### src/rtl/board_renderer.sv
// rtl/board_renderer.sv - two-stage pixel pipeline drawing board cells, preview area and blinking cursor
module board_renderer #(
    parameter int BOARD_ROWS   = 5,
    parameter int BOARD_COLS   = 5,
    parameter int CELL_SIZE    = 58,
    parameter int FRAME        = 2,
    parameter int BLINK_FRAMES = 30
) (
    input  logic       clk,
    input  logic       rst,
    input  logic       pix_en,
    input  logic [9:0] x,
    input  logic [9:0] y,
    input  logic       visible_in,
    input  logic       hsync_in,
    input  logic       vsync_in,
    input  logic [2:0] cur_row,
    input  logic [2:0] cur_col,
    input  logic       wr_en,
    input  logic [2:0] wr_row,
    input  logic [2:0] wr_col,
    input  logic [1:0] wr_state,
    output logic [7:0] r,
    output logic [7:0] g,
    output logic [7:0] b,
    output logic       visible_out,
    output logic       hsync_out,
    output logic       vsync_out
);
    localparam int P  = CELL_SIZE + FRAME;
    localparam int OW = $clog2(P);
    localparam int CW = $clog2(2 * BOARD_COLS + 1);
    localparam int RW = $clog2(BOARD_ROWS + 1);
    localparam int FW = (BLINK_FRAMES > 1) ? $clog2(BLINK_FRAMES) : 1;

    localparam logic [OW-1:0] OFF_LAST   = OW'(P - 1);
    localparam logic [OW-1:0] OFF_LO     = OW'(FRAME);
    localparam logic [OW-1:0] OFF_HI     = OW'(CELL_SIZE);
    localparam logic [CW-1:0] COL_SAT    = CW'(2 * BOARD_COLS);
    localparam logic [CW-1:0] COL_MAIN   = CW'(BOARD_COLS);
    localparam logic [RW-1:0] ROW_SAT    = RW'(BOARD_ROWS);
    localparam logic [FW-1:0] FRAME_LAST = FW'(BLINK_FRAMES - 1);

    logic [OW-1:0] col_off, row_off;
    logic [CW-1:0] col_idx;
    logic [RW-1:0] row_idx;
    logic          vis_s1, hs_s1, vs_s1;
    logic [2:0]    cur_row_s1, cur_col_s1;
    logic [1:0]    cells [BOARD_ROWS][BOARD_COLS];
    logic [FW-1:0] frame_cnt;
    logic          blink_on;

    logic          frame_start;
    logic          in_cell, main_cell, preview_cell, cursor_hit;
    logic [1:0]    cell_val;
    logic [23:0]   colour;

    assign frame_start = pix_en && (x == '0) && (y == '0);

    // Offsets count pixels within the current cell pitch so no divider is needed.
    always_ff @(posedge clk or posedge rst) begin
        if (rst) begin
            col_off    <= '0;
            col_idx    <= '0;
            row_off    <= '0;
            row_idx    <= '0;
            vis_s1     <= 1'b0;
            hs_s1      <= 1'b0;
            vs_s1      <= 1'b0;
            cur_row_s1 <= '0;
            cur_col_s1 <= '0;
        end else if (pix_en) begin
            if (x == '0) begin
                col_off <= '0;
                col_idx <= '0;
                if (y == '0) begin
                    row_off <= '0;
                    row_idx <= '0;
                end else if (row_off == OFF_LAST) begin
                    row_off <= '0;
                    if (row_idx != ROW_SAT) row_idx <= row_idx + 1'b1;
                end else begin
                    row_off <= row_off + 1'b1;
                end
            end else if (col_off == OFF_LAST) begin
                col_off <= '0;
                if (col_idx != COL_SAT) col_idx <= col_idx + 1'b1;
            end else begin
                col_off <= col_off + 1'b1;
            end
            vis_s1     <= visible_in;
            hs_s1      <= hsync_in;
            vs_s1      <= vsync_in;
            cur_row_s1 <= cur_row;
            cur_col_s1 <= cur_col;
        end
    end

    always_comb begin
        in_cell = (col_off >= OFF_LO) && (col_off < OFF_HI) &&
                  (row_off >= OFF_LO) && (row_off < OFF_HI);
        main_cell    = in_cell && (row_idx < ROW_SAT) && (col_idx < COL_MAIN);
        preview_cell = in_cell && (row_idx < ROW_SAT) && (col_idx >= COL_MAIN) && (col_idx < COL_SAT);
        // An out-of-range cursor can never equal an in-range main cell index.
        cursor_hit = (32'(cur_row_s1) == 32'(row_idx)) && (32'(cur_col_s1) == 32'(col_idx));
        cell_val = 2'd0;
        for (int rr = 0; rr < BOARD_ROWS; rr++) begin
            for (int cc = 0; cc < BOARD_COLS; cc++) begin
                if (row_idx == RW'(rr) && col_idx == CW'(cc)) cell_val = cells[rr][cc];
            end
        end
        colour = 24'h000000;
        if (!vis_s1) begin
            colour = 24'h000000;
        end else if (main_cell && cursor_hit && blink_on) begin
            colour = 24'hFFFFFF;
        end else if (main_cell) begin
            case (cell_val)
                2'd0:    colour = 24'hFF0000;
                2'd1:    colour = 24'h00FF00;
                2'd2:    colour = 24'hFFFF00;
                default: colour = 24'h808080;
            endcase
        end else if (preview_cell) begin
            colour = 24'h0000FF;
        end
    end

    always_ff @(posedge clk or posedge rst) begin
        if (rst) begin
            {r, g, b}   <= '0;
            visible_out <= 1'b0;
            hsync_out   <= 1'b0;
            vsync_out   <= 1'b0;
        end else if (pix_en) begin
            {r, g, b}   <= colour;
            visible_out <= vis_s1;
            hsync_out   <= hs_s1;
            vsync_out   <= vs_s1;
        end
    end

    // Cell writes run on every clk; readers see the new value one clk later.
    always_ff @(posedge clk or posedge rst) begin
        if (rst) begin
            for (int rr = 0; rr < BOARD_ROWS; rr++)
                for (int cc = 0; cc < BOARD_COLS; cc++)
                    cells[rr][cc] <= 2'd0;
        end else if (wr_en) begin
            for (int rr = 0; rr < BOARD_ROWS; rr++)
                for (int cc = 0; cc < BOARD_COLS; cc++)
                    if (wr_row == 3'(rr) && wr_col == 3'(cc)) cells[rr][cc] <= wr_state;
        end
    end

    always_ff @(posedge clk or posedge rst) begin
        if (rst) begin
            frame_cnt <= '0;
            blink_on  <= 1'b1;
        end else if (frame_start) begin
            if (frame_cnt == FRAME_LAST) begin
                frame_cnt <= '0;
                blink_on  <= ~blink_on;
            end else begin
                frame_cnt <= frame_cnt + 1'b1;
            end
        end
    end
endmodule

### config.mk
export PLATFORM = sky130hd
export DESIGN_NAME = board_renderer
export DESIGN_NICKNAME = d
export VERILOG_FILES = /design/src/rtl/board_renderer.sv
export SDC_FILE = /design/constraint.sdc
export NUM_CORES = 1
export LEC_CHECK = 0
export CAP_MARGIN = 10
export CORE_ASPECT_RATIO = 0.6
export CORE_MARGIN = 1
export CORE_UTILIZATION = 30
export DETAILED_ROUTE_END_ITERATION = 6
export GPL_ROUTABILITY_DRIVEN = 0
export SYNTH_ARGS = -nofsm -noshare
export SYNTH_HDL_FRONTEND = slang
export SYNTH_SLANG_ARGS = --single-unit
export TNS_END_PERCENT = 50
### constraint.sdc
create_clock -name clk -period 3.5 [get_ports clk]
set_clock_uncertainty 0.2 [all_clocks]
set_input_delay 0.35 -clock clk [delete_from_list [all_inputs] [get_ports clk]]
set_output_delay 0.35 -clock clk [all_outputs]
set_load 0.005 [all_outputs]
==> metrics.txt, run 1 <==
# TYPE chip_impl_metric gauge
chip_impl_metric{name="overall_fraction_of_global_route_tracks_in_use",unit="%"} 15.7
chip_impl_metric{name="power",unit="mW"} 3.20
chip_impl_metric{name="routed_length_per_placed_instance",unit="µm"} 16.9
chip_impl_metric{name="netlist-cell-type-count",unit=""} 64
chip_impl_metric{name="placement.cell_area",unit="µm²"} 6220
chip_impl_info{name="critPathMostFrequentCell",value="ha_1"} 1
chip_impl_metric{name="antenna_cells",unit=""} 0
chip_impl_info{name="critical-path-slowest-cell",value="nor3_1"} 1
chip_impl_metric{name="synth_top_area_share",unit="%"} 42.6
chip_impl_metric{name="synth_nets",unit=""} 608
chip_impl_metric{name="slew_headroom",unit="%"} 36.5
chip_impl_info{name="synth.largest_area_cell",value="dfrtp_1"} 1
chip_impl_metric{name="utilization",unit="%"} 37.8
chip_impl_metric{name="row_count",unit=""} 37
chip_impl_info{name="cts_tree",value="built"} 1
chip_impl_metric{name="yosys_register_bits",unit=""} 93
chip_impl_metric{name="worstPathRequired",unit="ns"} 3.52
chip_impl_metric{name="clk_latency",unit="ns"} 0.35
chip_impl_metric{name="worstPathMaxFanout",unit=""} 22
chip_impl_metric{name="final_layout_net_count",unit=""} 655
chip_impl_metric{name="avgSynthCellArea",unit="µm²"} 9.86
chip_impl_metric{name="timing.setup.tns",unit="ns"} 0
chip_impl_info{name="crit_path_start_kind",value="flip-flop"} 1
chip_impl_metric{name="edff_count_synth",unit=""} 0
chip_impl_metric{name="met1Wirelength",unit="mm"} 7.18
chip_impl_metric{name="finalCriticalPeriod",unit="ns"} 3.26
chip_impl_metric{name="antenna_found_initial",unit=""} 0
chip_impl_metric{name="synth_cells",unit=""} 548
chip_impl_metric{name="final_layout_size_suffix_gt1_share",unit="%"} 17.0
chip_impl_info{name="ctsRootBufferMaster",value="clkbuf_16"} 1
chip_impl_metric{name="initial_utilization",unit="%"} 31.1
chip_impl_metric{name="power.density_cell_area",unit="nW/µm²"} 487
chip_impl_metric{name="synth_seq_area_share",unit="%"} 43.1
chip_impl_metric{name="timing.final.hold_violations",unit=""} 0
chip_impl_metric{name="route.final.wire_length",unit="mm"} 14.1
chip_impl_metric{name="area_growth_syn_to_layout",unit="%"} 21.5
chip_impl_metric{name="ant_nets",unit=""} 0
chip_impl_info{name="ys_dominant_reg_cell",value="dfrtp_1"} 1
chip_impl_info{name="ys_top_cells_by_count",value="dfrtp_1 (92), mux2_2 (63), nand2_1 (54)"} 1
chip_impl_metric{name="grt_pass1_wl",unit="mm"} 22.7
chip_impl_metric{name="timing.critical_path.buf_inv",unit=""} 0
chip_impl_metric{name="numCtsBuffers",unit=""} 9
chip_impl_metric{name="met2_layer_wire_length_in_the_routed_design",unit="mm"} 5.70
chip_impl_metric{name="die_w",unit="µm"} 175
chip_impl_metric{name="dr_total_vias",unit=""} 4398
chip_impl_metric{name="power.leakage",unit="nW"} 2.70
chip_impl_metric{name="place_hpwl",unit="mm"} 10.6
chip_impl_metric{name="setup_violations",unit=""} 0
chip_impl_metric{name="synth_async_sr_flop_share",unit="%"} 100
chip_impl_info{name="synthMostInstantiatedCell",value="dfrtp_1"} 1
chip_impl_info{name="endpoint_kind",value="flip-flop"} 1
chip_impl_metric{name="drt_first_pass_iters",unit=""} 5
chip_impl_info{name="hold_path.class",value="primary input to async pin"} 1
chip_impl_metric{name="maxCapViolations",unit=""} 0
chip_impl_info{name="timing.setup.critical_path_class",value="flip-flop to flip-flop"} 1
chip_impl_metric{name="crit_arrival",unit="ns"} 3.28
chip_impl_metric{name="detail_route.drc_violations",unit=""} 0
chip_impl_info{name="critical_path.top_delay_family",value="compound AO/OA/AOI/OAI gates"} 1
chip_impl_info{name="unrepaired_setup_endpoints_after_global_routing",value="no"} 1
chip_impl_metric{name="first_global_vias",unit=""} 4134
chip_impl_metric{name="count_of_final_max_slew_check_failures",unit=""} 0
chip_impl_metric{name="ios",unit=""} 68
chip_impl_metric{name="met3RoutedLength",unit="mm"} 1.08
chip_impl_metric{name="die_y",unit="µm"} 106
chip_impl_metric{name="h-tree-depth",unit=""} 3
chip_impl_metric{name="clk_path_buf_depth",unit=""} 2
chip_impl_metric{name="io_buffer_count",unit=""} 67
chip_impl_metric{name="die-area",unit="µm²"} 18600
chip_impl_metric{name="post_synth_instance_area",unit="µm²"} 5400
chip_impl_metric{name="hold_buf_count_cts",unit=""} 0
chip_impl_metric{name="post-place-cells",unit=""} 818
chip_impl_metric{name="setup_slack",unit="ns"} 0.237
chip_impl_metric{name="core_area",unit="µm²"} 17400
chip_impl_metric{name="synth-warning-count",unit=""} 0
chip_impl_metric{name="grt.overflow.total",unit=""} 0
chip_impl_metric{name="fin_hold_ws",unit="ns"} 0.0388
chip_impl_info{name="critical_path.cell_chain",value="ha_1 -> nor3_1 -> nand3_1 -> a21oi_1 -> a31oi_1 -> o31ai_1 -> o21ba_2 -> ha_1 -> nor2b_1 -> o22ai_1"} 1
chip_impl_metric{name="fmax",unit="GHz"} 0.306
chip_impl_metric{name="worst_setup_hold_path_clk_slew",unit="ns"} 0.07
chip_impl_info{name="run_status",value="finished clean"} 1
chip_impl_metric{name="detailedRoute.firstIterationViolations",unit=""} 439
chip_impl_metric{name="pre_cts_ws",unit="ns"} 0.285
chip_impl_metric{name="max_stage_delay",unit="ns"} 0.52
chip_impl_metric{name="final.period_utilization",unit="%"} 93.2
chip_impl_metric{name="max_slew.worst_pin.slew",unit="ns"} 0.949
chip_impl_metric{name="cell_area_after_layout",unit="µm²"} 6560
chip_impl_info{name="routed.top_layer",value="met4"} 1
chip_impl_metric{name="pin_count_of_the_biggest_net_entering_global_routing",unit=""} 83
chip_impl_metric{name="max-vdd-ir-drop",unit="mV"} 0.206
chip_impl_metric{name="tritoncts_num_sinks",unit=""} 93
chip_impl_info{name="synth.top_cells.by_area",value="dfrtp_1 (43%), mux2_2 (13%), ha_1 (4.4%)"} 1
chip_impl_metric{name="instances_no_fill",unit=""} 834
chip_impl_metric{name="routed_via_density",unit=""} 5.27
-- path summary, 6_finish.rpt --
path,from,to,slack (ns),cells after the start
setup / recovery,col_idx[0],g[6],0.24,10
hold / removal,rst,row_off[5],0.04,2
setup reg to reg,col_idx[0],g[6],0.24,10
hold reg to reg,frame_cnt[4],frame_cnt[4],0.28,1
max in group asynchronous,rst,blink_on,2.34,3
min in group clk,frame_cnt[4],frame_cnt[4],0.28,1
-- state kept, by name (all words and copies together), names as in the netlist, 3 cells and up --
name	count
cur_col_s1	3
frame_cnt	5
cur_row_s1	3
row_idx	3
col_idx	4
cells	50
row_off	6
col_off	6
-- repair_timing --
item                       in CTS  in global routing
setup endpoints to repair       0                  1
setup buffers                   0                  0
gates resized for setup         0                  1
-- final cells by class --
class | count | area, µm²
clock buffers | 10 | 229
well taps | 234 | 293
repair buffers | 75 | 743
flip-flops and latches | 93 | 2330
inverters | 28 | 106
multi-input cells | 388 | 2750
clock inverters | 6 | 111
fillers | 1699 | 10800
-- cells in the final DEF, fill, tap and decap left out, drive strengths merged, types with 3 or more instances in the layout --
cell type,instances
o21bai,3
nand3b,7
or3,4
a31oi,5
nand2b,10
nand3,21
a21oi,20
o22ai,6
o21ai,35
a21o,5
nor4,7
o2111ai,5
nand2,56
ha,19
nor2,30
nor2b,7
dfrtp,92
o31ai,4
nor3b,7
clkinv,3
clkbuf,10
or4,3
nor3,12
and3,6
mux2,63
a2111oi,3
clkdlybuf4s50,67
bufinv,3
nand4,6
xor2,3
buf,8
inv,27
xnor2,8
-- layer usage --
metal  global-route usage [%]  vias up
met3                     4.15       10
li1                         -     2053
met5                        0        -
met1                     24.1     2178
met2                     21.5      157
met4                     3.79        0
-- where the power goes --
part	switching [mW]	internal (mW)
Combinational	0.395	0.320
Sequential	0.153	1.21
Clock	0.421	0.698
-- kinds of logic after synthesis --
kind of cell | synth area share, %
adder cells (fa/ha/maj) | 4.40
buffers and inverters | 5.98
flip-flops | 43.1
AO/OA/AOI/OAI | 12.9
AND/OR/NAND/NOR | 18.7
XOR/XNOR | 1.78
multiplexers | 13.1
Power figures use the tool's default switching activity.
==> run 2: changes to the inputs <==
- REMOVE_ABC_BUFFERS: default -> 1
==> metrics.txt, run 2 (synthesis results as in run 1) <==
# TYPE chip_impl_metric gauge
chip_impl_info{name="run_status",value="finished clean"} 1
chip_impl_metric{name="crit_arrival",unit="ns"} 3.25
chip_impl_metric{name="nFillCells",unit=""} 1693
chip_impl_info{name="endpoint_kind",value="flip-flop"} 1
chip_impl_info{name="crit_reg_reg_endpoint",value="g[6]"} 1
chip_impl_metric{name="power",unit="mW"} 3.17
chip_impl_metric{name="ant_nets",unit=""} 0
chip_impl_metric{name="worst_setup_hold_path_clk_slew",unit="ns"} 0.07
chip_impl_metric{name="antenna_found_initial",unit=""} 0
chip_impl_metric{name="drt_first_pass_iters",unit=""} 5
chip_impl_info{name="crit-reg2reg-launch",value="col_idx[0]"} 1
chip_impl_metric{name="timing.final.hold_violations",unit=""} 0
chip_impl_info{name="cts_tree",value="built"} 1
chip_impl_metric{name="row_count",unit=""} 37
chip_impl_metric{name="worstPathRequired",unit="ns"} 3.51
chip_impl_info{name="final_common_cell",value="dfrtp_1"} 1
chip_impl_metric{name="instances_no_fill",unit=""} 838
chip_impl_info{name="hold_path.class",value="primary input to async pin"} 1
chip_impl_metric{name="placement.cell_area",unit="µm²"} 6250
chip_impl_metric{name="initial_utilization",unit="%"} 31.1
chip_impl_metric{name="routed_via_density",unit=""} 5.20
chip_impl_metric{name="post-place-cells",unit=""} 822
chip_impl_metric{name="grt_pass1_wl",unit="mm"} 22.6
chip_impl_metric{name="io_buffer_count",unit=""} 67
chip_impl_metric{name="count_of_final_max_slew_check_failures",unit=""} 0
chip_impl_metric{name="die_w",unit="µm"} 175
chip_impl_metric{name="clk_latency",unit="ns"} 0.35
chip_impl_metric{name="cell_area_after_layout",unit="µm²"} 6580
chip_impl_metric{name="die-area",unit="µm²"} 18600
chip_impl_metric{name="area_growth_syn_to_layout",unit="%"} 21.8
chip_impl_metric{name="fmax",unit="GHz"} 0.309
chip_impl_metric{name="power.density_cell_area",unit="nW/µm²"} 482
chip_impl_info{name="unrepaired_setup_endpoints_after_global_routing",value="no"} 1
chip_impl_metric{name="detailedRoute.firstIterationViolations",unit=""} 331
chip_impl_metric{name="rr_worst_depth",unit=""} 12
chip_impl_metric{name="overall_fraction_of_global_route_tracks_in_use",unit="%"} 15.8
chip_impl_metric{name="ios",unit=""} 68
chip_impl_info{name="crit_path_start_kind",value="flip-flop"} 1
chip_impl_metric{name="slew_headroom",unit="%"} 36.8
chip_impl_info{name="largest_registers",value="cells x50, col_off x6, row_off x6"} 1
chip_impl_metric{name="finalCriticalPeriod",unit="ns"} 3.24
chip_impl_info{name="worst_setup_path_startpoint",value="col_idx[0]"} 1
chip_impl_metric{name="clk_path_buf_depth",unit=""} 2
chip_impl_info{name="largest-register",value="cells"} 1
chip_impl_metric{name="pin_count_of_the_biggest_net_entering_global_routing",unit=""} 51
chip_impl_metric{name="setup_violations",unit=""} 0
chip_impl_info{name="most-common-layout-cells",value="dfrtp_1 (92), clkdlybuf4s50_1 (67), mux2_2 (63), nand2_1 (54), o21ai_0 (33)"} 1
chip_impl_metric{name="max-vdd-ir-drop",unit="mV"} 0.297
chip_impl_metric{name="grt.overflow.total",unit=""} 0
chip_impl_info{name="timing.setup.critical_path_class",value="flip-flop to flip-flop"} 1
chip_impl_info{name="critical_path.cell_chain",value="inv_1 -> ha_1 -> inv_1 -> or3_1 -> o2111ai_1 -> a211o_1 -> o2111ai_1 -> a21oi_1 -> o21ba_2 -> ha_1 -> nor2b_1 -> o22ai_1"} 1
chip_impl_metric{name="number_of_flip_flops_under_the_largest_register_name",unit=""} 50
chip_impl_metric{name="maxCapViolations",unit=""} 0
chip_impl_metric{name="max_stage_delay",unit="ns"} 0.46
chip_impl_info{name="critical-path-slowest-cell",value="ha_1"} 1
chip_impl_metric{name="tritoncts_num_sinks",unit=""} 93
chip_impl_metric{name="antenna_cells",unit=""} 0
chip_impl_metric{name="timing.setup.tns",unit="ns"} 0
chip_impl_metric{name="dr_total_vias",unit=""} 4361
chip_impl_metric{name="detail_route.drc_violations",unit=""} 0
chip_impl_metric{name="multi_input_area",unit="µm²"} 2750
chip_impl_metric{name="post_cts_buffers",unit=""} 0
chip_impl_metric{name="seqCellArea",unit="µm²"} 2330
chip_impl_metric{name="final.period_utilization",unit="%"} 92.6
chip_impl_metric{name="core_area",unit="µm²"} 17400
chip_impl_metric{name="final_layout_size_suffix_gt1_share",unit="%"} 17.4
chip_impl_info{name="timing_endpoint_of_the_critical_path",value="g[6]"} 1
chip_impl_metric{name="h-tree-depth",unit=""} 3
chip_impl_metric{name="numCtsBuffers",unit=""} 9
chip_impl_metric{name="first_global_vias",unit=""} 4268
chip_impl_metric{name="timing.reg2reg.setup_slack",unit="ns"} 0.26
chip_impl_info{name="ctsRootBufferMaster",value="clkbuf_16"} 1
chip_impl_metric{name="routed_length_per_placed_instance",unit="µm"} 16.4
chip_impl_metric{name="place_hpwl",unit="mm"} 10.7
chip_impl_metric{name="final_layout_net_count",unit=""} 659
chip_impl_metric{name="route.final.wire_length",unit="mm"} 13.8
chip_impl_metric{name="power.leakage",unit="nW"} 2.72
chip_impl_metric{name="die_y",unit="µm"} 106
chip_impl_metric{name="worstPathMaxFanout",unit=""} 14
chip_impl_metric{name="max_slew.worst_pin.slew",unit="ns"} 0.945
-- run 2: cell type report --
cell class / count / share of cell area [%]
well taps: 234 / 4.45
flip-flops and latches: 93 / 35.4
inverters: 28 / 1.62
clock buffers: 11 / 3.69
clock inverters: 5 / 1.26
repair buffers: 79 / 11.8
multi-input cells: 388 / 41.8
-- run 2: timing repair --
item / in CTS / in global routing
hold buffers: 0 / 0
resized for setup: 0 / 1
endpoints found under the setup margin: 0 / 1
endpoints found under the hold margin: 0 / 0
-- run 2: worst min-delay path by stage --
stage	depth (start not counted)	from	slack, ns	end
final	2	rst	0.25	cells[8]
after global routing	2	rst	0.32	cells[8]
after floorplan	1	frame_cnt[4]	0.24	frame_cnt[4]
after CTS	2	rst	0.27	cells[9]
after global placement	1	frame_cnt[4]	0.26	frame_cnt[4]
after detailed placement	1	frame_cnt[4]	0.27	frame_cnt[4]
-- run 2: power breakdown --
part | total [mW] | internal [mW] | switching (mW) | leakage (nW)
Combinational | 0.741 | 0.339 | 0.402 | 1.38
Clock | 1.06 | 0.648 | 0.414 | 0.160
Sequential | 1.37 | 1.21 | 0.157 | 1.19
-- run 2: per-stage QoR --
stage / hold slack, ns / setup WS (ns) / utilization (%)
3_5_place_dp: 0.272 / 0.330 / 36.0
5_1_grt: 0.317 / 0.0248 / 37.9
4_1_cts: 0.267 / 0.298 / 37.9
3_3_place_gp: 0.261 / 0.439 / 36.0
2_1_floorplan: 0.237 / 0.515 / -
6_report: 0.247 / 0.259 / 37.9
-- run 2: worst max-delay path: cells and delay by family, from the launching register on --
family          cells  cell delay, ns
fa+ha+maj           2            0.68
buf+inv             2            0.36
compound gates      6            0.90
simple gates        2            0.52
flops               1            0.45
-- run 2: layer usage --
metal  share of wire (%)  track usage (%)
met5                   0                0
met4                 1.2             5.03
met3                 6.0             3.25
met2                  41             21.8
met1                  52             24.1
==> run 3: changes to the inputs <==
- RECOVER_POWER: default -> 50
==> metrics.txt, run 3 (synthesis results as in run 1) <==
# TYPE chip_impl_metric gauge
chip_impl_info{name="run_status",value="complete, but fails checks"} 1
chip_impl_info{name="violations",value="max-capacitance violations, max-slew violations"} 1
chip_impl_metric{name="routed_via_density",unit=""} 5.23
chip_impl_metric{name="die_w",unit="µm"} 175
chip_impl_info{name="unrepaired_setup_endpoints_after_global_routing",value="no"} 1
chip_impl_metric{name="slew_headroom",unit="%"} -35.2
chip_impl_metric{name="route.final.wire_length",unit="mm"} 13.8
chip_impl_metric{name="grt.overflow.total",unit=""} 0
chip_impl_metric{name="worstPathRequired",unit="ns"} 3.51
chip_impl_metric{name="timing.setup.tns",unit="ns"} 0
chip_impl_metric{name="count_of_final_max_slew_check_failures",unit=""} 44
chip_impl_metric{name="tritoncts_num_sinks",unit=""} 93
chip_impl_metric{name="worst_setup_hold_path_clk_slew",unit="ns"} 0.07
chip_impl_metric{name="clk_latency",unit="ns"} 0.35
chip_impl_metric{name="dr_total_vias",unit=""} 4382
chip_impl_metric{name="fmax",unit="GHz"} 0.309
chip_impl_info{name="most-common-layout-cells",value="dfrtp_1 (92), clkdlybuf4s50_1 (64), mux2_2 (63), nand2_1 (54), o21ai_0 (33)"} 1
chip_impl_metric{name="row_count",unit=""} 37
chip_impl_info{name="final_common_cell",value="dfrtp_1"} 1
chip_impl_metric{name="die_y",unit="µm"} 106
chip_impl_metric{name="h-tree-depth",unit=""} 3
chip_impl_metric{name="max_stage_delay",unit="ns"} 0.46
chip_impl_metric{name="number_of_flip_flops_under_the_largest_register_name",unit=""} 50
chip_impl_metric{name="antenna_cells",unit=""} 0
chip_impl_metric{name="overall_fraction_of_global_route_tracks_in_use",unit="%"} 15.8
chip_impl_info{name="cts_tree",value="built"} 1
chip_impl_metric{name="io_buffer_count",unit=""} 67
chip_impl_metric{name="timing.final.hold_violations",unit=""} 0
chip_impl_metric{name="maxCapViolations",unit=""} 1
chip_impl_metric{name="place_hpwl",unit="mm"} 10.7
chip_impl_metric{name="finalCriticalPeriod",unit="ns"} 3.24
chip_impl_metric{name="setup_slack",unit="ns"} 0.261
chip_impl_metric{name="routed_length_per_placed_instance",unit="µm"} 16.5
chip_impl_metric{name="max-vdd-ir-drop",unit="mV"} 0.297
chip_impl_metric{name="power.density_cell_area",unit="nW/µm²"} 482
chip_impl_metric{name="first_global_vias",unit=""} 4268
chip_impl_metric{name="area_growth_syn_to_layout",unit="%"} 21.8
chip_impl_info{name="largest-register",value="cells"} 1
chip_impl_info{name="hold_path.class",value="flip-flop to flip-flop"} 1
chip_impl_info{name="endpoint_kind",value="flip-flop"} 1
chip_impl_metric{name="ios",unit=""} 68
chip_impl_metric{name="clk_path_buf_depth",unit=""} 2
chip_impl_metric{name="pin_count_of_the_biggest_net_entering_global_routing",unit=""} 51
chip_impl_info{name="critical-path-slowest-cell",value="ha_1"} 1
chip_impl_metric{name="final_layout_net_count",unit=""} 659
chip_impl_metric{name="grt_pass1_wl",unit="mm"} 22.6
chip_impl_metric{name="core_area",unit="µm²"} 17400
chip_impl_metric{name="timing.critical_path.buf_inv",unit=""} 2
chip_impl_info{name="critical_path.top_delay_family",value="compound AO/OA/AOI/OAI gates"} 1
chip_impl_metric{name="initial_utilization",unit="%"} 31.1
chip_impl_metric{name="max_slew.worst_pin.slew",unit="ns"} 2.02
chip_impl_metric{name="crit_arrival",unit="ns"} 3.25
chip_impl_info{name="ctsRootBufferMaster",value="clkbuf_16"} 1
chip_impl_info{name="timing.setup.critical_path_class",value="flip-flop to flip-flop"} 1
chip_impl_info{name="crit_path_start_kind",value="flip-flop"} 1
chip_impl_metric{name="detail_route.drc_violations",unit=""} 0
chip_impl_metric{name="final_layout_size_suffix_gt1_share",unit="%"} 17.4
chip_impl_metric{name="detailedRoute.firstIterationViolations",unit=""} 331
chip_impl_metric{name="ant_nets",unit=""} 0
chip_impl_metric{name="nFillCells",unit=""} 1693
chip_impl_metric{name="final.period_utilization",unit="%"} 92.5
chip_impl_metric{name="setup_violations",unit=""} 0
chip_impl_info{name="critical_path.cell_chain",value="inv_1 -> ha_1 -> inv_1 -> or3_1 -> o2111ai_1 -> a211o_1 -> o2111ai_1 -> a21oi_1 -> o21ba_2 -> ha_1 -> nor2b_1 -> o22ai_1"} 1
chip_impl_metric{name="drt_first_pass_iters",unit=""} 5
chip_impl_info{name="largest_registers",value="cells x50, col_off x6, row_off x6"} 1
chip_impl_metric{name="post_cts_buffers",unit=""} 0
chip_impl_metric{name="power.leakage",unit="nW"} 2.72
chip_impl_metric{name="pre_cts_ws",unit="ns"} 0.330
chip_impl_metric{name="numCtsBuffers",unit=""} 9
chip_impl_metric{name="worstPathMaxFanout",unit=""} 14
chip_impl_metric{name="die-area",unit="µm²"} 18600
chip_impl_metric{name="antenna_found_initial",unit=""} 0
-- run 3: report_power, final --
group | internal, mW | switching, mW | leakage (nW)
clock network | 0.648 | 0.415 | 0.160
registers | 1.21 | 0.158 | 1.19
logic | 0.338 | 0.402 | 1.38
-- run 3: final cells by class --
class                      count  area, µm²  area share, %
clock buffer                  11        243           3.69
clock inverter                 5       82.6           1.26
inverter                      28        106           1.62
multi-input combinational    388       2750           41.8
sequential                    93       2330           35.4
tap                          234        293           4.45
timing repair buffer          79        773           11.8
-- run 3: repair_timing --
item,CTS,global route
endpoints found under the hold margin,0,0
endpoints found under the setup margin,0,1
hold buffers,0,0
gates resized for setup,0,1
-- run 3: path summary, 6_finish.rpt --
| check | from | to | slack, ns | cells past startpoint |
|---|---|---|---|---|
| hold / removal | frame_cnt[4] | frame_cnt[4] | 0.29 | 1 |
| setup / recovery | col_idx[0] | g[6] | 0.26 | 12 |
| hold reg to reg | frame_cnt[4] | frame_cnt[4] | 0.29 | 1 |
| setup reg to reg | col_idx[0] | g[6] | 0.26 | 12 |
| max in group asynchronous | rst | blink_on | 1.30 | 3 |
| min in group asynchronous | rst | cells[8] | 0.78 | 2 |
-- run 3: worst register-to-register path: cells and delay by family (launching register included) --
kind            cells  cell delay [ns]
compound gates      6             0.89
fa+ha+maj           2             0.68
simple gates        2             0.52
flops               1             0.45
buf+inv             2             0.36
-- run 3: through the flow --
stage / area [µm²] / power (mW) / hold WS [ns] / utilization, % / instances
after floorplan: 5180 / 1.79 / 0.237 / - / 509
after global placement: 6250 / 2.09 / 0.261 / 36.0 / 822
after detailed placement: 6250 / 2.11 / 0.272 / 36.0 / 822
after CTS: 6580 / 3.18 / 0.267 / 37.9 / 838
after global routing: 6580 / 3.34 / 0.320 / 37.9 / 838
final: 6580 / 3.17 / 0.286 / 37.9 / 838
-- run 3: per-layer routing --
layer	global-route usage, %	routed length, µm
met4	5.03	174
met5	0	0
met1	24.1	7130
met3	3.25	904
met2	21.8	5590
